==> config.mk <==
export PLATFORM = sky130hd
export DESIGN_NAME = seq_alu_flat
export DESIGN_NICKNAME = d
export VERILOG_FILES = /design/src/rtl/seq_alu_if.sv /design/src/rtl/seq_alu.sv /design/src/flat_wrapper.sv
export SDC_FILE = /design/constraint.sdc
export NUM_CORES = 1
export LEC_CHECK = 0
export CELL_PAD_IN_SITES_DETAIL_PLACEMENT = 0
export CELL_PAD_IN_SITES_GLOBAL_PLACEMENT = 1
export CORE_UTILIZATION = 40
export DETAILED_ROUTE_END_ITERATION = 7
export DONT_BUFFER_PORTS = 1
export MAX_ROUTING_LAYER = met4
export PLACE_DENSITY_LB_ADDON = 0.1
export SYNTH_ARGS = -nofsm -noshare
export SYNTH_HDL_FRONTEND = slang
export SYNTH_SLANG_ARGS = --single-unit
==> constraint.sdc <==
create_clock -name clk -period 3.5 [get_ports clk]
set_input_delay 0.525 -clock clk [delete_from_list [all_inputs] [get_ports clk]]
set_output_delay 0.525 -clock clk [all_outputs]
set_load 0.05 [all_outputs]
==> src/rtl/seq_alu_if.sv <==
// Operand/result handshake bundle for seq_alu; the sgn signal exists only when ALU_SIGNED_EN is defined.
// master = operand source / result sink, slave = the ALU.
interface seq_alu_if #(
    parameter int WIDTH = 8
);
    logic                 in_valid;
    logic                 in_ready;
    logic [2:0]           op;
    logic [WIDTH-1:0]     a;
    logic [WIDTH-1:0]     b;
    logic                 out_valid;
    logic                 out_ready;
    logic [2*WIDTH-1:0]   result;
    logic                 flag_zero;
    logic                 flag_carry;
    logic                 flag_err;
`ifdef ALU_SIGNED_EN
    logic                 sgn;

    modport master (
        output in_valid, op, a, b, sgn, out_ready,
        input  in_ready, out_valid, result, flag_zero, flag_carry, flag_err
    );
    modport slave (
        input  in_valid, op, a, b, sgn, out_ready,
        output in_ready, out_valid, result, flag_zero, flag_carry, flag_err
    );
`else
    modport master (
        output in_valid, op, a, b, out_ready,
        input  in_ready, out_valid, result, flag_zero, flag_carry, flag_err
    );
    modport slave (
        input  in_valid, op, a, b, out_ready,
        output in_ready, out_valid, result, flag_zero, flag_carry, flag_err
    );
`endif
endinterface

==> src/rtl/seq_alu.sv <==
// Handshaked ALU: single-cycle logic/add/sub, WIDTH-cycle shift-add multiply and restoring divide.
// Optional two's complement MUL/DIV and signed overflow flag when ALU_SIGNED_EN is defined.
module seq_alu #(
    parameter int WIDTH = 8
) (
    input  logic     clk,
    input  logic     rst,
    seq_alu_if.slave bus
);
    localparam int CNT_W = $clog2(WIDTH + 1);

    localparam logic [2:0] OP_AND = 3'b000;
    localparam logic [2:0] OP_OR  = 3'b001;
    localparam logic [2:0] OP_ADD = 3'b010;
    localparam logic [2:0] OP_SUB = 3'b011;
    localparam logic [2:0] OP_MUL = 3'b100;
    localparam logic [2:0] OP_DIV = 3'b101;
    localparam logic [2:0] OP_XOR = 3'b110;

    // IDLE: accept operands | BUSY: one MUL/DIV iteration per cycle | DONE: present result until taken
    typedef enum logic [1:0] {S_IDLE, S_BUSY, S_DONE} state_t;

    state_t               r_state;
    state_t               w_state_nxt;

    logic [CNT_W-1:0]     r_cnt;
    logic [WIDTH-1:0]     r_hi;
    logic [WIDTH-1:0]     r_lo;
    logic [WIDTH-1:0]     r_mag_b;
    logic                 r_is_mul;
    logic                 r_neg_q;
    logic                 r_neg_r;
    logic                 r_err_pend;
    logic [2*WIDTH-1:0]   r_result;
    logic                 r_zero;
    logic                 r_carry;
    logic                 r_err;

    logic                 w_sgn;
    logic                 w_accept;
    logic                 w_multi;
    logic                 w_min_neg1;
    logic [WIDTH-1:0]     w_mag_a;
    logic [WIDTH-1:0]     w_mag_b;
    logic [WIDTH:0]       w_add;
    logic [WIDTH:0]       w_sub;
    logic [2*WIDTH-1:0]   w_single_res;
    logic                 w_single_carry;
    logic                 w_single_err;
    logic [WIDTH:0]       w_mul_sum;
    logic [WIDTH:0]       w_div_shift;
    logic                 w_div_ok;
    logic [WIDTH-1:0]     w_it_hi;
    logic [WIDTH-1:0]     w_it_lo;
    logic [2*WIDTH-1:0]   w_raw;
    logic [2*WIDTH-1:0]   w_fix;

`ifdef ALU_SIGNED_EN
    assign w_sgn = bus.sgn;
`else
    assign w_sgn = 1'b0;
`endif

    assign w_accept   = bus.in_valid && (r_state == S_IDLE);
    assign w_multi    = (bus.op == OP_MUL) || ((bus.op == OP_DIV) && (bus.b != '0));
    assign w_mag_a    = (w_sgn && bus.a[WIDTH-1]) ? -bus.a : bus.a;
    assign w_mag_b    = (w_sgn && bus.b[WIDTH-1]) ? -bus.b : bus.b;
    assign w_min_neg1 = w_sgn && (bus.op == OP_DIV) && (bus.b == '1)
                        && (bus.a == {1'b1, {(WIDTH-1){1'b0}}});

    always_comb begin
        w_add          = {1'b0, bus.a} + {1'b0, bus.b};
        w_sub          = {1'b0, bus.a} - {1'b0, bus.b};
        w_single_res   = '0;
        w_single_carry = 1'b0;
        w_single_err   = 1'b0;
        case (bus.op)
            OP_AND: w_single_res[WIDTH-1:0] = bus.a & bus.b;
            OP_OR:  w_single_res[WIDTH-1:0] = bus.a | bus.b;
            OP_XOR: w_single_res[WIDTH-1:0] = bus.a ^ bus.b;
            OP_ADD: begin
                w_single_res[WIDTH:0] = w_add;
                w_single_carry = w_sgn ? ((bus.a[WIDTH-1] == bus.b[WIDTH-1])
                                          && (w_add[WIDTH-1] != bus.a[WIDTH-1]))
                                       : w_add[WIDTH];
            end
            OP_SUB: begin
                w_single_res[WIDTH-1:0] = w_sub[WIDTH-1:0];
                w_single_carry = w_sgn ? ((bus.a[WIDTH-1] != bus.b[WIDTH-1])
                                          && (w_sub[WIDTH-1] != bus.a[WIDTH-1]))
                                       : w_sub[WIDTH];
            end
            // Only divide-by-zero reaches the single-cycle path for DIV.
            OP_DIV: begin
                w_single_res = {bus.a, {WIDTH{1'b1}}};
                w_single_err = 1'b1;
            end
            OP_MUL: ;
            default: w_single_err = 1'b1;
        endcase
    end

    // r_hi/r_lo hold {partial product, multiplier} for MUL and {remainder, quotient} for DIV.
    always_comb begin
        w_mul_sum   = {1'b0, r_hi} + (r_lo[0] ? {1'b0, r_mag_b} : '0);
        w_div_shift = {r_hi, r_lo[WIDTH-1]};
        w_div_ok    = (w_div_shift >= {1'b0, r_mag_b});
        if (r_is_mul) begin
            w_it_hi = w_mul_sum[WIDTH:1];
            w_it_lo = {w_mul_sum[0], r_lo[WIDTH-1:1]};
        end else begin
            w_it_hi = w_div_ok ? WIDTH'(w_div_shift - {1'b0, r_mag_b}) : w_div_shift[WIDTH-1:0];
            w_it_lo = {r_lo[WIDTH-2:0], w_div_ok};
        end
        w_raw = {w_it_hi, w_it_lo};
        if (r_is_mul) begin
            w_fix = r_neg_q ? -w_raw : w_raw;
        end else begin
            w_fix = {(r_neg_r ? -w_it_hi : w_it_hi), (r_neg_q ? -w_it_lo : w_it_lo)};
        end
    end

    always_ff @(posedge clk) begin
        if (rst) begin
            r_state <= S_IDLE;
        end else begin
            r_state <= w_state_nxt;
        end
    end

    always_comb begin
        w_state_nxt   = r_state;
        bus.in_ready  = 1'b0;
        bus.out_valid = 1'b0;
        case (r_state)
            S_IDLE: begin
                bus.in_ready = 1'b1;
                if (bus.in_valid) begin
                    w_state_nxt = w_multi ? S_BUSY : S_DONE;
                end
            end
            S_BUSY: begin
                if (r_cnt == CNT_W'(1)) begin
                    w_state_nxt = S_DONE;
                end
            end
            S_DONE: begin
                bus.out_valid = 1'b1;
                if (bus.out_ready) begin
                    w_state_nxt = S_IDLE;
                end
            end
            default: w_state_nxt = S_IDLE;
        endcase
    end

    always_ff @(posedge clk) begin
        if (rst) begin
            r_cnt      <= '0;
            r_hi       <= '0;
            r_lo       <= '0;
            r_mag_b    <= '0;
            r_is_mul   <= 1'b0;
            r_neg_q    <= 1'b0;
            r_neg_r    <= 1'b0;
            r_err_pend <= 1'b0;
            r_result   <= '0;
            r_zero     <= 1'b0;
            r_carry    <= 1'b0;
            r_err      <= 1'b0;
        end else begin
            case (r_state)
                S_IDLE: begin
                    if (w_accept) begin
                        r_is_mul   <= (bus.op == OP_MUL);
                        r_neg_q    <= w_sgn && (bus.a[WIDTH-1] ^ bus.b[WIDTH-1]);
                        r_neg_r    <= w_sgn && bus.a[WIDTH-1];
                        r_err_pend <= w_min_neg1;
                        r_hi       <= '0;
                        r_lo       <= w_mag_a;
                        r_mag_b    <= w_mag_b;
                        r_cnt      <= CNT_W'(WIDTH);
                        if (!w_multi) begin
                            r_result <= w_single_res;
                            r_zero   <= (w_single_res == '0);
                            r_carry  <= w_single_carry;
                            r_err    <= w_single_err;
                        end
                    end
                end
                S_BUSY: begin
                    r_hi  <= w_it_hi;
                    r_lo  <= w_it_lo;
                    r_cnt <= r_cnt - CNT_W'(1);
                    // Last iteration: sign fix-up folds into the DONE-entry write.
                    if (r_cnt == CNT_W'(1)) begin
                        r_result <= w_fix;
                        r_zero   <= (w_fix == '0);
                        r_carry  <= 1'b0;
                        r_err    <= r_err_pend;
                    end
                end
                default: ;
            endcase
        end
    end

    assign bus.result     = r_result;
    assign bus.flag_zero  = r_zero;
    assign bus.flag_carry = r_carry;
    assign bus.flag_err   = r_err;
endmodule

==> src/flat_wrapper.sv <==
// flat-port wrapper written by rule: the top's interface ports become plain ports
module seq_alu_flat 
#(
    parameter int WIDTH = 8
)
  (clk, rst, bus_in_valid, bus_op, bus_a, bus_b, bus_out_ready, bus_in_ready, bus_out_valid, bus_result, bus_flag_zero, bus_flag_carry, bus_flag_err);
  seq_alu_if #(.WIDTH(WIDTH)) bus_i ();
  input  logic clk;
  input  logic rst;
  input wire logic [$bits(bus_i.in_valid)-1:0] bus_in_valid;
  input wire logic [$bits(bus_i.op)-1:0] bus_op;
  input wire logic [$bits(bus_i.a)-1:0] bus_a;
  input wire logic [$bits(bus_i.b)-1:0] bus_b;
  input wire logic [$bits(bus_i.out_ready)-1:0] bus_out_ready;
  output wire logic [$bits(bus_i.in_ready)-1:0] bus_in_ready;
  output wire logic [$bits(bus_i.out_valid)-1:0] bus_out_valid;
  output wire logic [$bits(bus_i.result)-1:0] bus_result;
  output wire logic [$bits(bus_i.flag_zero)-1:0] bus_flag_zero;
  output wire logic [$bits(bus_i.flag_carry)-1:0] bus_flag_carry;
  output wire logic [$bits(bus_i.flag_err)-1:0] bus_flag_err;
  assign bus_i.in_valid = bus_in_valid;
  assign bus_i.op = bus_op;
  assign bus_i.a = bus_a;
  assign bus_i.b = bus_b;
  assign bus_i.out_ready = bus_out_ready;
  assign bus_in_ready = bus_i.in_ready;
  assign bus_out_valid = bus_i.out_valid;
  assign bus_result = bus_i.result;
  assign bus_flag_zero = bus_i.flag_zero;
  assign bus_flag_carry = bus_i.flag_carry;
  assign bus_flag_err = bus_i.flag_err;
  seq_alu #(.WIDTH(WIDTH)) u_core (.clk(clk), .rst(rst), .bus(bus_i));
endmodule
==> flow_metrics.tcl, run 1 <==
set metrics [dict create \
    ys_async_sr_fraction_pct 0 \
    period_needed_ns 3.00 \
    track_usage_pct 25.4 \
    required_ns 3.76 \
    drt_iter0_drc 203 \
    synth_edf_count 0 \
    fin_total_pwr_mw 1.60 \
    reg2reg_slack_ns 0.50 \
    ys_seq_area_share_pct 23.3 \
    synthesis.area_um2 4290 \
    stdcell_count 699 \
    fin_crit_sh_pct 85.8 \
    critPathKind "reg -> reg" \
    fp.dieH_um 106 \
    synthCells 578 \
    overflow 0 \
    maxCapViolCount 0 \
    dieArea_um2 11200 \
    initial_core_util_pct 41.4 \
    grt_pass1_wl_um 21600 \
    syn_nets 647 \
    synthTopCellsByArea "dfxtp_1 23%, ha_1 12%, a21oi_1 6.9%" \
    ys_types 68 \
    worstSetupStartpointType "flip-flop" \
    grt_pass1_vias 4029 \
    yosysWarnings 0 \
    hold_buffers 0 \
    cts_sinks 50 \
    ant_nets 0 \
    hold_end "u_core.bus.result[15]" \
    cts_resized 0 \
    gp_congestion 0.881 \
    numCtsBuffers 5 \
    hold_path_depth 1 \
    h-tree-depth 2 \
    final_common_cell "nor2_1" \
    worstPathArrival_ns 3.26 \
    path_max_fanout 7 \
    relSlewSlack_pct 34.6 \
    post_route_cells_drive_above_1_share_pct 5.15 \
    hpwlAfterDp_um 10300 \
    synth_top_area_cell "dfxtp_1" \
    via_count 4215 \
    reg2reg_from "u_core.r_mag_b[7]" \
    cts_setup_buffers 0 \
    fin_skew_ns 0.0129 \
    first_pass_iters 5 \
    vias_per_cell 6.03 \
    drc 0 \
    holdWs_ns 0.271 \
    syn_to_final_growth_pct 4.90 \
    wl_per_cell_um 19.1 \
    fin_setup_tns_ns 0 \
    synth.avg_cell_area_um2 7.43 \
    hold_violations 0 \
    ys.flop_type "dfxtp_1" \
    fp.dieW_um 106 \
    r2r-end "u_core.bus.flag_zero" \
    synth_seq_cells 50 \
    ir_drop_mv 0.201 \
    dp.cells 691 \
    clkLatencyLatePin_ns 0.31 \
    outcome "complete, no violations" \
    leakagePower_nw 1.78 \
    tightestPinTransition_ns 0.978 \
    io_buffer_count 0 \
    crit_path_end_kind "flip-flop" \
    hp-class "in -> reg" \
    synth_top_area_share_pct 23.3 \
    grt_start_max_net_pins 53 \
    final_nets 631 \
    ff2ff_path_depth 10 \
    clock.fmax_mhz 333 \
    rsz0062_at_grt "no" \
    rows 37 \
    mostFrequentLayoutCells "69 x nor2_1, 59 x a21oi_1, 50 x dfxtp_1" \
    setup_viol_count_final 0 \
    ios 44 \
    n_antenna_cell 0 \
    maxSlewViolCount 0 \
    holdCritStartpoint "rst" \
    antenna_found_initial 0 \
    clkSlewWorstSetupHoldPaths_ns 0.10 \
    cts_tree "yes" \
    core-area_um2 10400 \
    power-per-cell-area_nw_per_um2 356 \
    root_buffer "clkbuf_8" \
    clock_path_buffers 2 \
    routed_wirelength_um 13400 \
]
[worst max-delay path, stage by stage (launching register included)]
cell,delay (ns)
dfxtp_1,0.34
inv_1,0.06
ha_1,0.36
and4b_1,0.26
nor2b_4,0.14
a2111oi_4,0.41
nand2_1,0.33
mux2i_1,0.19
mux2_2,0.32
nor3_1,0.33
a41o_1,0.22
[area by class of cell]
class / instances / area (um^2)
clock buffers: 7 / 76.3
flip-flops and latches: 50 / 1000
multi-input cells: 456 / 3010
clock inverters: 1 / 30.0
well taps: 136 / 170
fillers: 1117 / 5870
repair buffers: 8 / 60.1
inverters: 41 / 154
[cells by family after synthesis]
family / count (synthesis) / synth area share, %
AOI/OAI and AO/OA: 182 / 28.1
xor gates and xnor gates: 9 / 1.84
adders and majority gates: 46 / 14.1
buffers and inverters: 72 / 6.53
DFF: 50 / 23.3
muxes: 11 / 2.71
and+or+nand+nor: 208 / 23.4
[worst max path at each step]
stage / start / end / slack (ns) / depth (start not counted)
detailed placement: u_core.r_mag_b[7] / u_core.bus.flag_zero / 0.56 / 10
finish: u_core.r_mag_b[7] / u_core.bus.flag_zero / 0.50 / 10
global placement: u_core.r_mag_b[7] / u_core.bus.flag_zero / 0.58 / 10
global route: u_core.r_mag_b[7] / u_core.bus.flag_zero / 0.38 / 10
CTS: u_core.r_mag_b[7] / u_core.bus.flag_zero / 0.55 / 10
floorplan: u_core.r_mag_b[7] / u_core.bus.flag_zero / 1.01 / 11
[cells in the mapped netlist, drive strengths merged, types with 7 or more instances]
cell type,number
a211oi,14
a21oi,59
a22oi,12
a31oi,10
and2,7
buf,7
clkbuf,24
dfxtp,50
ha,42
inv,40
nand2,48
nand2b,9
nand3,10
nor2,69
nor2b,10
nor3,26
o21ai,32
[power by group]
part,total [mW],internal (mW),switching [mW]
clock network,0.414,0.214,0.199
logic,0.501,0.192,0.309
registers,0.689,0.605,0.0837
[routing by layer]
metal,GRT usage (%),share of wire (%),vias to the layer above
met4,4.37,0.56,0
met1,36.0,49,2032
met2,38.1,45,128
met5,-,0,-
met3,4.58,6.1,8
li1,-,-,2047
[stage by stage]
step	utilization [%]	instance area, um^2	worst slack [ns]
3_5_place_dp	42.4	4400	0.564
3_3_place_gp	42.4	4400	0.581
5_1_grt	43.4	4500	0.379
4_1_cts	43.4	4500	0.549
2_1_floorplan	-	4290	1.01
6_report	43.4	4500	0.498
[sequential cells by signal (all words and copies together) (netlist names), 2 cells and up]
signal	cells
u_core.r_hi	8
u_core.r_cnt	4
u_core.bus.result	16
u_core.r_mag_b	8
u_core.r_state	2
u_core.r_lo	8
No activity file was read; power rests on OpenSTA's default activity.
==> run 2: changes to the inputs <==
--- a/config.mk
+++ b/config.mk
@@ -5,13 +5,11 @@
 export SDC_FILE = /design/constraint.sdc
 export NUM_CORES = 1
 export LEC_CHECK = 0
-export CELL_PAD_IN_SITES_DETAIL_PLACEMENT = 0
-export CELL_PAD_IN_SITES_GLOBAL_PLACEMENT = 1
 export CORE_UTILIZATION = 40
+export CTS_CLUSTER_SIZE = 12
 export DETAILED_ROUTE_END_ITERATION = 7
 export DONT_BUFFER_PORTS = 1
 export MAX_ROUTING_LAYER = met4
-export PLACE_DENSITY_LB_ADDON = 0.1
 export SYNTH_ARGS = -nofsm -noshare
 export SYNTH_HDL_FRONTEND = slang
 export SYNTH_SLANG_ARGS = --single-unit
==> run 2 against run 1 <==
  * Combinational power is essentially flat
  * Clock-buffer cell count is 1 lower
  * Register-to-register slack gained 0.098 ns
  * Clock skew decreased by 0.0022 ns
  * Global-route usage down 1.0 points
  * Worst hold slack improved by 0.0097 ns
  * Largest cell class unchanged
  * Power grew 0.14%
  * Sequential share of layout area about the same
  * Non-clock buffer count shrank 1
  * Final area about the same
  * Critical endpoint unchanged
  * Via count shrank 0.38%
  * Largest power group unchanged
  * Routed wire length down 2.1%
==> flow_metrics.tcl, run 2 (synthesis results as in run 1) <==
set metrics [dict create \
    outcome "complete, no violations" \
    critPathKind "reg -> reg" \
    syn_to_final_growth_pct 4.81 \
    cts_resized 0 \
    clock_path_buffers 2 \
    dieArea_um2 11200 \
    initial_core_util_pct 41.4 \
    fp.dieH_um 106 \
    hp-class "in -> reg" \
    mostFrequentLayoutCells "69 x nor2_1, 59 x a21oi_1, 50 x dfxtp_1" \
    core-area_um2 10400 \
    required_ns 3.76 \
    numCtsBuffers 5 \
    track_usage_pct 24.4 \
    routed_wirelength_um 13100 \
    wl_per_cell_um 18.8 \
    setup_viol_count_final 0 \
    antenna_found_initial 0 \
    rsz0062_at_grt "no" \
    worstPathArrival_ns 3.16 \
    overflow 0 \
    fin_skew_ns 0.0107 \
    clkSlewWorstSetupHoldPaths_ns 0.10 \
    crit_path_end_kind "flip-flop" \
    tightestPinTransition_ns 0.987 \
    relSlewSlack_pct 34.1 \
    io_buffer_count 0 \
    n_antenna_cell 0 \
    clkLatencyLatePin_ns 0.30 \
    fin_ws_ns 0.596 \
    fin_crit_sh_pct 83.0 \
    clock.fmax_mhz 344 \
    cts_setup_buffers 0 \
    worstSetupStartpointType "flip-flop" \
    fin_setup_tns_ns 0 \
    grt_pass1_vias 3958 \
    post_route_cells_drive_above_1_share_pct 5.16 \
    cts_sinks 50 \
    period_needed_ns 2.90 \
    gp_congestion 0.911 \
    place_ws_ns 0.642 \
    drt_iter0_drc 295 \
    h-tree-depth 2 \
    ir_drop_mv 0.266 \
    hold_buffers 0 \
    ant_nets 0 \
    hold_violations 0 \
    grt_start_max_net_pins 53 \
    maxCapViolCount 0 \
    rows 37 \
    cts_tree "yes" \
    root_buffer "clkbuf_8" \
    hpwlAfterDp_um 10000 \
    largest_reg_flops 16 \
    ios 44 \
    fin_area_um2 4500 \
    final_common_cell "nor2_1" \
    drc 0 \
    seq_area_um2 1000 \
    maxSlewViolCount 0 \
    n_fill_cell 1077 \
    path_max_fanout 7 \
    final_nets 630 \
    power-per-cell-area_nw_per_um2 357 \
    via_count 4199 \
    grt_pass1_wl_um 20900 \
    vias_per_cell 6.02 \
    leakagePower_nw 1.78 \
    dpl_cell_area_um2 4390 \
    first_pass_iters 4 \
    fp.dieW_um 106 \
    multi_input_area_um2 3010 \
]
[run 2: where the power goes]
part	total (mW)	switching [mW]	internal, mW
combinational	0.501	0.311	0.190
clock	0.414	0.200	0.214
sequential	0.691	0.0854	0.605
total	1.61	0.597	1.01
[run 2: stage by stage]
| stage | cells | hold slack (ns) | total power [mW] | util [%] |
|---|---|---|---|---|
| finish | 698 | 0.280 | 1.61 | 43.4 |
| global route | 698 | 0.258 | 1.70 | 43.4 |
| floorplan | 578 | 0.436 | 1.09 | - |
| global placement | 690 | 0.443 | 1.19 | 42.3 |
| detailed placement | 690 | 0.447 | 1.19 | 42.3 |
| CTS | 698 | 0.270 | 1.60 | 43.4 |
[run 2: critical path: stages (launching register included)]
cell and delay, ns:
dfxtp_1 0.35, inv_1 0.07, ha_1 0.35, and4b_1 0.24, nor2b_4 0.14, a2111oi_4 0.41
nand2_1 0.33, mux2i_1 0.19, mux2_2 0.33, nor3_1 0.23, a41o_1 0.20
[run 2: final cells by class]
class / instances / share of cell area (%)
Clock buffer: 6 / 1.61
Clock inverter: 2 / 0.834
Inverter: 41 / 3.42
Multi-Input combinational cell: 456 / 66.9
Sequential cell: 50 / 22.2
Tap cell: 136 / 3.78
Timing Repair Buffer: 7 / 1.17
[run 2: path summary, 6_finish.rpt]
check	startpoint	to	slack, ns	cells after the start
min reg2reg	u_core.r_mag_b[3]	u_core.r_mag_b[3]	0.46	2
max reg2reg	u_core.r_mag_b[6]	u_core.bus.flag_zero	0.60	10
max	u_core.r_mag_b[6]	u_core.bus.flag_zero	0.60	10
min	rst	u_core.bus.result[15]	0.28	1
[run 2: layer usage]
| layer | vias to the layer above | routed length, um | GRT usage [%] |
|---|---|---|---|
| li1 | 2040 | - | - |
| met1 | 2008 | 6480 | 35.7 |
| met4 | 0 | 67 | 3.27 |
| met2 | 145 | 5620 | 35.5 |
| met5 | - | 0 | - |
| met3 | 6 | 931 | 4.58 |
==> run 3: changes to the inputs <==
==> constraint.sdc (replaced) <==
create_clock -name clk -period 2.81 [get_ports clk]
set_input_delay 0.4215 -clock clk [delete_from_list [all_inputs] [get_ports clk]]
set_output_delay 0.4215 -clock clk [all_outputs]
set_load 0.05 [all_outputs]
==> run 3 against run 2 <==
  * Fmax is 10% higher
  * Core utilization up 1.1 points
  * Combinational power up 31%
  * Clock-buffer cell count increased by 1
  * Die area stayed put
  * Register-to-register slack worse by 0.43 ns
  * Worst hold slack worse by 0.11 ns
  * First-iteration DRC count increased by 14%
  * Global-route usage rose by 0.088 points
  * Final area rose by 2.6%
==> flow_metrics.tcl, run 3 (synthesis results as in run 1) <==
set metrics [dict create \
    h-tree-depth 2 \
    fp.dieH_um 106 \
    ant_nets 0 \
    path_max_fanout 4 \
    dieArea_um2 11200 \
    holdWs_ns 0.174 \
    hold_violations 0 \
    largest_reg_flops 16 \
    first_pass_iters 5 \
    worstPathArrival_ns 2.89 \
    syn_to_final_growth_pct 7.49 \
    core-area_um2 10400 \
    grt_pass1_vias 4056 \
    worstSetupStartpointType "flip-flop" \
    place_ws_ns 0.0229 \
    cts_setup_buffers 0 \
    ios 44 \
    outcome "complete, no violations" \
    critPathKind "reg -> reg" \
    hold_path_depth 1 \
    fin_setup_tns_ns 0 \
    final_nets 644 \
    fin_skew_ns 0.00879 \
    track_usage_pct 24.5 \
    crit_buf_inv 0 \
    io_buffer_count 0 \
    stdcell_count 712 \
    wl_per_cell_um 18.4 \
    fin_crit_sh_pct 94.0 \
    hold_buffers 0 \
    hp-class "in -> reg" \
    leakagePower_nw 1.86 \
    crit_cells 11 \
    routed_wirelength_um 13100 \
    clkSlewWorstSetupHoldPaths_ns 0.09 \
    maxSlewViolCount 0 \
    overflow 0 \
    dp.cells 704 \
    setup_viol_count_final 0 \
    slowest_stage "fa_1" \
    critPathMaxStageDelay_ns 0.44 \
    initial_core_util_pct 41.4 \
    antenna_found_initial 0 \
    rows 37 \
    rsz0062_at_grt "no" \
    final_common_cell "nor2_1" \
    critical_path.top_delay_family "compound AO/OA/AOI/OAI gates" \
    fin_ws_ns 0.169 \
    hpwlAfterDp_um 10100 \
    clock.fmax_mhz 379 \
    tightestPinTransition_ns 0.752 \
    mostFrequentLayoutCells "69 x nor2_1, 58 x a21oi_1, 50 x dfxtp_1" \
    numCtsBuffers 5 \
    relSlewSlack_pct 49.4 \
    gp_congestion 0.889 \
    maxCapViolCount 0 \
    fp.dieW_um 106 \
    grt_start_max_net_pins 53 \
    required_ns 3.06 \
    ff2ff_path_depth 11 \
    post_route_cells_drive_above_1_share_pct 7.99 \
    fin_total_pwr_mw 2.03 \
    period_needed_ns 2.64 \
    via_count 4253 \
    drt_iter0_drc 335 \
    crit_path_frequent_cell "nor2_1" \
    clock_path_buffers 2 \
    power-per-cell-area_nw_per_um2 439 \
    cts_sinks 50 \
    cp_cell_sequence "and2_1 -> ha_1 -> fa_1 -> a211oi_1 -> nor2_1 -> o21a_1 -> nor2_1 -> xor2_1 -> a22oi_4 -> nor3_1 -> a41o_1" \
    crit_path_end_kind "flip-flop" \
    vias_per_cell 5.97 \
    cts_tree "yes" \
    drc 0 \
    root_buffer "clkbuf_8" \
    grt_pass1_wl_um 21000 \
    ir_drop_mv 0.278 \
    n_antenna_cell 0 \
    clkLatencyLatePin_ns 0.31 \
]
run 3: power breakdown:
part           switching [mW]  internal (mW)
clock                   0.248          0.267
combinational           0.394          0.261
sequential              0.103          0.754
run 3: final cells by class:
class	count	area, um^2
sequential	50	1000
clock buffer	7	76.3
fill	1076	5760
multi-input combinational	456	3030
clock inverter	1	30.0
inverter	41	154
timing repair buffer	21	158
tap	136	170
run 3: repair_timing:
action                     4_1_cts  5_1_grt
pin swaps                        0        2
setup endpoints to repair        1        6
gates resized for setup          1        5
run 3: worst paths after layout:
path,from,endpoint,slack (ns)
max,u_core.r_lo[0],u_core.bus.flag_zero,0.17
min,rst,u_core.bus.result[14],0.17
max reg2reg,u_core.r_lo[0],u_core.bus.flag_zero,0.17
min reg2reg,u_core.r_mag_b[4],u_core.r_mag_b[4],0.46
run 3: per-layer routing:
layer	part of all wire [%]	GRT usage (%)	vias up
met5	0	-	-
met4	1.4	5.65	0
met3	8.0	4.89	14
met2	43	35.7	157
met1	48	34.7	2015
li1	-	-	2067
run 3: stage by stage:
step / utilization (%) / instance area, um^2
after floorplan: - / 4290
after global placement: 43.3 / 4490
after detailed placement: 43.3 / 4490
after CTS: 44.4 / 4600
after global routing: 44.5 / 4610
final: 44.5 / 4610
